### config.mk
export PLATFORM = sky130hd
export DESIGN_NAME = uart_rx_controller
export DESIGN_NICKNAME = d
export VERILOG_FILES = /design/src/rtl/uart_pkg.sv /design/src/rtl/uart_rx_bit_timer.sv /design/src/rtl/uart_rx_controller.sv
export SDC_FILE = /design/constraint.sdc
export NUM_CORES = 1
export LEC_CHECK = 0
export CAP_MARGIN = 5
export CORE_MARGIN = 4
export CORE_UTILIZATION = 40
export CTS_CLUSTER_SIZE = 14
export DETAILED_ROUTE_END_ITERATION = 8
export SYNTH_ARGS = -nofsm -noshare
export SYNTH_HDL_FRONTEND = slang
export SYNTH_SLANG_ARGS = --single-unit
### constraint.sdc
create_clock -name clk -period 4.9 [get_ports clk]
set_clock_uncertainty 0.05 [all_clocks]
set_input_delay 0.49 -clock clk [delete_from_list [all_inputs] [get_ports clk]]
set_output_delay 0.49 -clock clk [all_outputs]
set_load 0.02 [all_outputs]
### src/rtl/uart_pkg.sv
// Shared types and timing helpers for the UART receive controller.
package uart_pkg;

  typedef enum logic [2:0] {
    ST_IDLE   = 3'd0,
    ST_START  = 3'd1,
    ST_DATA   = 3'd2,
    ST_PARITY = 3'd3,
    ST_STOP   = 3'd4
  } rx_state_e;

  localparam int unsigned OVERSAMPLE_DEF = 8;
  localparam int unsigned HALF           = OVERSAMPLE_DEF / 2;
  localparam int unsigned STROBE_PT      = HALF + 2;
  localparam int unsigned MAX_DATA_W     = 9;

  // Strobe point for an arbitrary oversample ratio: the sampler then holds HALF-1..HALF+1.
  function automatic int unsigned strobe_pt(input int unsigned oversample);
    return (oversample / 2) + 2;
  endfunction

  function automatic logic calc_parity(input logic [MAX_DATA_W-1:0] word, input logic odd);
    return (^word) ^ odd;
  endfunction

endpackage

### src/rtl/uart_rx_bit_timer.sv
// Bit-cell timing: edge counter within a cell plus data-bit counter.
module uart_rx_bit_timer
  import uart_pkg::*;
#(
  parameter int unsigned OVERSAMPLE = 8,
  parameter int unsigned DATA_WIDTH = 8,
  parameter int unsigned BIT_W      = 3
) (
  input  logic             clk,
  input  logic             rst,
  input  logic             start_i,
  input  logic             run_i,
  input  logic             bit_clr_i,
  input  logic             bit_inc_i,
  output logic [BIT_W-1:0] bit_cnt_o,
  output logic             strobe_o,
  output logic             cell_end_o,
  output logic             last_bit_o
);

  localparam int unsigned EDGE_W = $clog2(OVERSAMPLE);
  localparam logic [EDGE_W-1:0] STROBE_AT = EDGE_W'(strobe_pt(OVERSAMPLE));
  localparam logic [EDGE_W-1:0] LAST_EDGE = EDGE_W'(OVERSAMPLE - 1);
  localparam logic [EDGE_W-1:0] EDGE_ONE  = EDGE_W'(1);
  localparam logic [BIT_W-1:0]  LAST_BIT  = BIT_W'(DATA_WIDTH - 1);
  localparam logic [BIT_W-1:0]  BIT_ONE   = BIT_W'(1);

  logic [EDGE_W-1:0] edge_cnt_q, edge_cnt_d;
  logic [BIT_W-1:0]  bit_cnt_q, bit_cnt_d;

  // The detection cycle itself is edge 0 of the start cell, so the counter resumes at 1.
  always_comb begin
    edge_cnt_d = edge_cnt_q;
    if (start_i) begin
      edge_cnt_d = EDGE_ONE;
    end else if (run_i) begin
      edge_cnt_d = (edge_cnt_q == LAST_EDGE) ? {EDGE_W{1'b0}} : edge_cnt_q + EDGE_ONE;
    end else begin
      edge_cnt_d = {EDGE_W{1'b0}};
    end
  end

  always_comb begin
    bit_cnt_d = bit_cnt_q;
    if (bit_clr_i) begin
      bit_cnt_d = {BIT_W{1'b0}};
    end else if (bit_inc_i) begin
      bit_cnt_d = bit_cnt_q + BIT_ONE;
    end else begin
      bit_cnt_d = bit_cnt_q;
    end
  end

  always_ff @(posedge clk) begin
    if (rst) begin
      edge_cnt_q <= {EDGE_W{1'b0}};
      bit_cnt_q  <= {BIT_W{1'b0}};
    end else begin
      edge_cnt_q <= edge_cnt_d;
      bit_cnt_q  <= bit_cnt_d;
    end
  end

  assign bit_cnt_o  = bit_cnt_q;
  assign strobe_o   = run_i && (edge_cnt_q == STROBE_AT);
  assign cell_end_o = run_i && (edge_cnt_q == LAST_EDGE);
  assign last_bit_o = (bit_cnt_q == LAST_BIT);

endmodule

### src/rtl/uart_rx_controller.sv
// UART receive sequencer: frames start/data/parity/stop cells, drives the sampler
// strobes, assembles the LSB-first word and reports parity/framing status per frame.
module uart_rx_controller
  import uart_pkg::*;
#(
  parameter int unsigned OVERSAMPLE = 8,
  parameter int unsigned DATA_WIDTH = 8
) (
  input  logic                  clk,
  input  logic                  rst,
  input  logic                  cfg_par_en,
  input  logic                  cfg_par_odd,
  input  logic                  cfg_vote,
  input  logic                  start_bit_detector,
  input  logic                  sampled_bit,
  output logic                  sampler_enable,
  output logic                  sample_one_bit,
  output logic                  sample_three_bit,
  output logic [DATA_WIDTH-1:0] rx_data,
  output logic                  rx_valid,
  output logic                  parity_err,
  output logic                  framing_err,
  output logic                  busy
);

  localparam int unsigned BIT_W = (DATA_WIDTH > 1) ? $clog2(DATA_WIDTH) : 1;

  rx_state_e state_q, state_d;
  logic par_en_q, par_en_d;
  logic par_odd_q, par_odd_d;
  logic vote_q, vote_d;
  logic [DATA_WIDTH-1:0] shift_q, shift_d;
  logic perr_acc_q, perr_acc_d;
  logic rx_valid_q, rx_valid_d;
  logic [DATA_WIDTH-1:0] rx_data_q, rx_data_d;
  logic parity_err_q, parity_err_d;
  logic framing_err_q, framing_err_d;

  logic             timer_start_s;
  logic             timer_run_s;
  logic             bit_clr_s;
  logic             bit_inc_s;
  logic [BIT_W-1:0] bit_cnt_s;
  logic             strobe_s;
  logic             cell_end_s;
  logic             last_bit_s;

  assign timer_run_s = (state_q != ST_IDLE);

  uart_rx_bit_timer #(
    .OVERSAMPLE (OVERSAMPLE),
    .DATA_WIDTH (DATA_WIDTH),
    .BIT_W      (BIT_W)
  ) u_bit_timer (
    .clk        (clk),
    .rst        (rst),
    .start_i    (timer_start_s),
    .run_i      (timer_run_s),
    .bit_clr_i  (bit_clr_s),
    .bit_inc_i  (bit_inc_s),
    .bit_cnt_o  (bit_cnt_s),
    .strobe_o   (strobe_s),
    .cell_end_o (cell_end_s),
    .last_bit_o (last_bit_s)
  );

  // Frame sequencing; STOP leaves at its strobe so a back-to-back start edge is not missed.
  always_comb begin
    state_d       = state_q;
    par_en_d      = par_en_q;
    par_odd_d     = par_odd_q;
    vote_d        = vote_q;
    shift_d       = shift_q;
    perr_acc_d    = perr_acc_q;
    rx_valid_d    = 1'b0;
    rx_data_d     = rx_data_q;
    parity_err_d  = parity_err_q;
    framing_err_d = framing_err_q;
    timer_start_s = 1'b0;
    bit_clr_s     = 1'b0;
    bit_inc_s     = 1'b0;
    case (state_q)
      ST_IDLE: begin
        if (start_bit_detector) begin
          state_d       = ST_START;
          timer_start_s = 1'b1;
          par_en_d      = cfg_par_en;
          par_odd_d     = cfg_par_odd;
          vote_d        = cfg_vote;
          perr_acc_d    = 1'b0;
        end else begin
          state_d = ST_IDLE;
        end
      end
      ST_START: begin
        if (strobe_s) begin
          state_d = sampled_bit ? ST_IDLE : ST_START;
        end else if (cell_end_s) begin
          state_d   = ST_DATA;
          bit_clr_s = 1'b1;
        end else begin
          state_d = ST_START;
        end
      end
      ST_DATA: begin
        if (strobe_s) begin
          shift_d[bit_cnt_s] = sampled_bit;
        end else if (cell_end_s) begin
          if (last_bit_s) begin
            state_d = par_en_q ? ST_PARITY : ST_STOP;
          end else begin
            bit_inc_s = 1'b1;
          end
        end else begin
          state_d = ST_DATA;
        end
      end
      ST_PARITY: begin
        if (strobe_s) begin
          perr_acc_d = sampled_bit ^ calc_parity(MAX_DATA_W'(shift_q), par_odd_q);
        end else if (cell_end_s) begin
          state_d = ST_STOP;
        end else begin
          state_d = ST_PARITY;
        end
      end
      ST_STOP: begin
        if (strobe_s) begin
          state_d       = ST_IDLE;
          rx_valid_d    = 1'b1;
          rx_data_d     = shift_q;
          parity_err_d  = par_en_q & perr_acc_q;
          framing_err_d = ~sampled_bit;
        end else begin
          state_d = ST_STOP;
        end
      end
      default: begin
        state_d = ST_IDLE;
      end
    endcase
  end

  always_ff @(posedge clk) begin
    if (rst) begin
      state_q       <= ST_IDLE;
      par_en_q      <= 1'b0;
      par_odd_q     <= 1'b0;
      vote_q        <= 1'b0;
      shift_q       <= {DATA_WIDTH{1'b0}};
      perr_acc_q    <= 1'b0;
      rx_valid_q    <= 1'b0;
      rx_data_q     <= {DATA_WIDTH{1'b0}};
      parity_err_q  <= 1'b0;
      framing_err_q <= 1'b0;
    end else begin
      state_q       <= state_d;
      par_en_q      <= par_en_d;
      par_odd_q     <= par_odd_d;
      vote_q        <= vote_d;
      shift_q       <= shift_d;
      perr_acc_q    <= perr_acc_d;
      rx_valid_q    <= rx_valid_d;
      rx_data_q     <= rx_data_d;
      parity_err_q  <= parity_err_d;
      framing_err_q <= framing_err_d;
    end
  end

  // Sampler controls must act in the same cycle as the line/counter they depend on.
  assign sampler_enable   = ~rst & (timer_run_s | start_bit_detector);
  assign sample_three_bit = ~rst & strobe_s & vote_q;
  assign sample_one_bit   = ~rst & strobe_s & ~vote_q;

  assign rx_valid    = rx_valid_q;
  assign rx_data     = rx_data_q;
  assign parity_err  = parity_err_q;
  assign framing_err = framing_err_q;
  assign busy        = (state_q != ST_IDLE);

endmodule

# --- Word-level counts from Yosys, hierarchy flattened ---
# Cells that the tools add are included.
word_totals:
  reg_bits: 32
  inputBits: 7
  wordCells: 88
  out_inout_bits: 15
classes:
  reduce_logical: 15
  eq_ne: 12
  n_addsub: 2
  mux: 31
  magnitude_cmp: 2
  n_bitwise: 13
op_table:
  columns: ["op", "n"]
  rows:
  - ["$mux W3", 7]
  - ["$mux W1", 18]
  - ["$pmux W3 S5", 1]
  - ["$eq A3 B3 Y1 const B", 4]
  - ["$reduce_xor A9 Y1", 1]
  - ["$bwmux W8", 1]
  - ["$ne A2 B2 Y1 const B", 4]
  - ["$add A3 B1 Y3 const B", 2]
  - ["$eq A3 B2 Y1 const B", 2]
  - ["$reduce_and A2 Y1", 3]
  - ["$reduce_and A3 Y1", 2]
  - ["$and A1 B1 Y1", 5]
  - ["$not A1 Y1", 5]
  - ["$lt A3 B4 Y1 const B", 1]
  - ["$mux W2", 2]
  - ["$reduce_or A2 Y1", 2]
  - ["$reduce_or A4 Y1", 1]
  - ["$demux W1 S3", 1]
  - ["$eq A3 B1 Y1 const B", 1]
  - ["$ge A3 B1 Y1 const B", 1]
  - ["$logic_and A1 B1 Y1", 3]
  - ["$logic_not A3 Y1", 1]
  - ["$ne A3 B3 Y1 const B", 1]
  - ["$reduce_bool A3 Y1", 1]
  - ["other kinds (4)", 5]

# --- Depth between registers and ports, before layout ---
logic_depth:
  ltp_word: 6
  depth_mapped: 7
  depth_no_buf: 6

# --- Cells and area by module ---
# Synthesis repeated with hierarchy kept, for this count alone.
hier_totals:
  cells_unflattened: 178
  hier_area_um2: 1642.8
modules_own_cells:
  columns: ["module", "instances", "cells_each", "area_each_um2"]
  rows:
  - ["uart_rx_controller", 1, 153, 1346.3]
  - ["uart_rx_bit_timer", 1, 25, 296.5]

# --- Least setup slack after synthesis ---
# Ideal clock, no wire load.
synth_path:
  path_type: "flip-flop to output port"
  start: "register state_q[1]"
  end: "output port sample_three_bit"
  stages_incl_launch_ff: 5
  arrival_ns: 1.542
  setup_slack_ns: 2.818
  cell_sequence: "dfxtp_1 -> buf_2 -> nor3_1 -> buf_2 -> nor4b_1"
synth_via:
  elab_chain_len: 4
synth_lines:
  columns: ["item", "line_no", "rtl"]
  rows:
  - ["from (decl)", "uart_rx_controller.sv:28", "rx_state_e state_q, state_d;"]
  - ["from (signal assigned)", "uart_rx_controller.sv:157", "state_q <= state_d;"]
  - ["$reduce_bool A3 Y1", "uart_rx_controller.sv:48", "assign timer_run_s = (state_q != ST_IDLE);"]
  - ["$logic_and A1 B1 Y1", "uart_rx_bit_timer.sv:65", "assign strobe_o = run_i && (edge_cnt_q == STROBE_AT);"]
  - ["$and A1 B1 Y1 (2 in a row)", "uart_rx_controller.sv:172", "assign sample_three_bit = ~rst & strobe_s & vote_q;"]
  - ["to (decl)", "uart_rx_controller.sv:18", "output logic sample_three_bit,"]
# Every way passes these cells.

# --- Worst setup path in the final report ---
layout_path:
  start: "register state_q[1]"
  end: "output port sampler_enable"
layout_via:
  elab_chain_len: 3
layout_lines:
  columns: ["item", "line_no", "rtl"]
  rows:
  - ["$reduce_bool A3 Y1", "uart_rx_controller.sv:48", null]
  - ["$or A1 B1 Y1", "uart_rx_controller.sv:171", "assign sampler_enable = ~rst & (timer_run_s | start_bit_detector);"]
  - ["$and A1 B1 Y1", "uart_rx_controller.sv:171", null]
  - ["to (decl)", "uart_rx_controller.sv:16", "output logic sampler_enable,"]
# Every way passes these cells.

==> impl_metrics.json <==
{
  "avgRoutedWirePerCell_um": 13.50,
  "drt-vias-per-instance": 5.353,
  "max_slew_margin": 0.3222,
  "maxCapViolCount": 0,
  "final_nets": 201,
  "rsz0062_at_grt": "false",
  "die_h_um": 70.73,
  "yosys_warnings": 0,
  "outcome": "finished, final reports clean",
  "hold_viol_final": 0,
  "yosysSeqAreaShare": 0.4070,
  "ioPinCount": 22,
  "clk_latency_ns": 0.29,
  "netlist_instances": 172,
  "p_per_area_nw_per_um2": 271.2,
  "power.leakage_uw": 0.0007857,
  "final_layout_size_suffix_gt1_frac": 0.06842,
  "fmax_mhz": 349.1,
  "ir_drop_mv": 0.1409,
  "cts_made_buffers": 5,
  "period_needed_ns": 2.864,
  "path_clk_slew_ns": 0.07,
  "drt_wl_total_um": 3212,
  "ys_types": 45,
  "diodes": 0,
  "layout_commonest_cell": "dfxtp_1",
  "track_usage": 0.1319,
  "finalMaxSlewViolations": 0,
  "hold_path.class": "reg -> reg",
  "drcViolationCount": 0,
  "min_period_over_period": 0.5845,
  "die_x_um": 70.73,
  "syn_area_per_cell_um2": 9.151,
  "cts.sinks": 32,
  "synth-edff-count": 0,
  "port-buffer-count": 21,
  "num_vias": 1274,
  "grt_max_degree": 20,
  "worst_pin_slew_ns": 1.009,
  "hold_path_depth": 2,
  "first_global_vias": 1187,
  "cp-end-kind": "output port",
  "std_cell_rows": 22,
  "ant_nets": 0,
  "synth_area_um2": 1574,
  "drtPass1Iterations": 4,
  "antenna_found_initial": 0,
  "root_buffer": "clkbuf_8",
  "cp_max_fo": 15,
  "synth_fp_nets": 184,
  "die-area_um2": 5003,
  "area_growth_pct": 20.03,
  "critPathKind": "reg -> out",
  "layout_common_cells": "dfxtp_1, nor2_1, clkdlybuf4s50_1",
  "crit_path_start_kind": "flop",
  "ys_ff_latch": 32,
  "clk_path_buf_depth": 2,
  "cts_hold_buffers": 0,
  "postCtsSetupRepairBufs": 0,
  "cp_data_arrival_time_ns": 2.32,
  "setup_violations": 0,
  "core_area_um2": 3744,
  "utilization": 0.5047,
  "rr_worst_depth": 4,
  "required_ns": 4.36,
  "tns_ns": 0,
  "start_util": 0.4205,
  "synth_ff_type": "dfxtp_1",
  "dpl.hpwl_um": 2280,
  "drtIter0Drc": 100,
  "tritoncts": "done",
  "htree_levels": 2,
  "synth-async-reset-ratio": 0,
  "grt_overflow_total": 0,
  "gp_congestion": 0.8726,
  "post_cts_resized": 0,
  "grt_pass1_wl_um": 5333
}
## area by class of cell
class | count | area [um2]
Fill cell | 369 | 1854
Clock inverter | 1 | 7.507
Sequential cell | 32 | 640.6
Tap cell | 48 | 60.06
Multi-Input combinational cell | 122 | 854.6
Clock buffer | 7 | 86.33
Timing Repair Buffer | 22 | 217.7
Inverter | 6 | 22.52
## logic make-up after synthesis
group | synth area share
DFF | 0.4070
xor gates and xnor gates | 0.05326
and+or+nand+nor | 0.2337
adders and majority gates | 0.03975
muxes | 0.1153
buffers and inverters | 0.05008
AOI/OAI and AO/OA | 0.1010
## worst max-delay path, cell delays in order, from the launching register on
cell	delay, ns
dfxtp_1	0.44
nor3_1	0.87
a21oi_1	0.15
clkdlybuf4s50_1	0.57
## final timing paths
check         startpoint        endpoint  slack [ns]
min reg2reg  framing_err     framing_err        0.42
max           state_q[1]  sampler_enable        2.04
max reg2reg   state_q[1]          vote_q        2.86
min          framing_err     framing_err        0.42
## flip-flops by register name (all words and copies together), names as in the netlist
| name | cells |
|---|---|
| framing_err | 1 |
| state_q | 3 |
| u_bit_timer.edge_cnt_q | 3 |
| shift_q | 8 |
| rx_valid | 1 |
| rx_data | 8 |
| perr_acc_q | 1 |
| vote_q | 1 |
| par_odd_q | 1 |
| u_bit_timer.bit_cnt_o | 3 |
| parity_err | 1 |
| par_en_q | 1 |
## per-layer routing
metal	up-vias	part of all wire	track usage
li1	640	-	-
met1	598	0.46	0.1678
met2	29	0.48	0.2070
met3	7	0.040	0.03551
met4	0	0.021	0.06263
met5	-	0	0
## where the power goes
part	total, uW	switching, uW	internal (uW)	leakage, uW
clock	215	101	114	0.0000445
sequential	267	4.02	263	0.000259
combinational	30.6	16.6	14.1	0.000482
total	512	121	391	0.000786
## cell usage after synthesis, types with 2 or more instances
cell type | instances | area, um2
nand2b_1 | 2 | 12.51
nor2_1 | 24 | 90.09
nor4b_1 | 2 | 17.52
nand3b_1 | 2 | 15.01
nor2b_1 | 3 | 18.77
xnor2_1 | 6 | 52.55
or2_1 | 2 | 12.51
nand2_1 | 9 | 33.78
a22oi_1 | 2 | 15.01
dfxtp_1 | 32 | 640.6
nand4_1 | 5 | 31.28
ha_1 | 5 | 62.56
inv_1 | 6 | 22.52
buf_2 | 6 | 30.03
nand3_1 | 6 | 30.03
nor4_1 | 3 | 18.77
mux2i_1 | 17 | 170.2
clkbuf_1 | 5 | 18.77
a21oi_1 | 8 | 40.04
a211o_1 | 2 | 17.52
## per-stage QoR
stage                     hold slack (ns)  cell area [um2]  setup WS (ns)  total power [uW]  std cells
after floorplan                    0.3947             1574          2.818             292.3        172
after global placement             0.3953             1795          2.115             302.7        230
after detailed placement           0.4126             1795          2.025             303.5        230
after CTS                          0.4270             1889          2.037             516.8        238
after global routing               0.4401             1889          1.935             529.0        238
final                              0.4211             1889          2.036             512.3        238
Power figures use the tool's default switching activity.
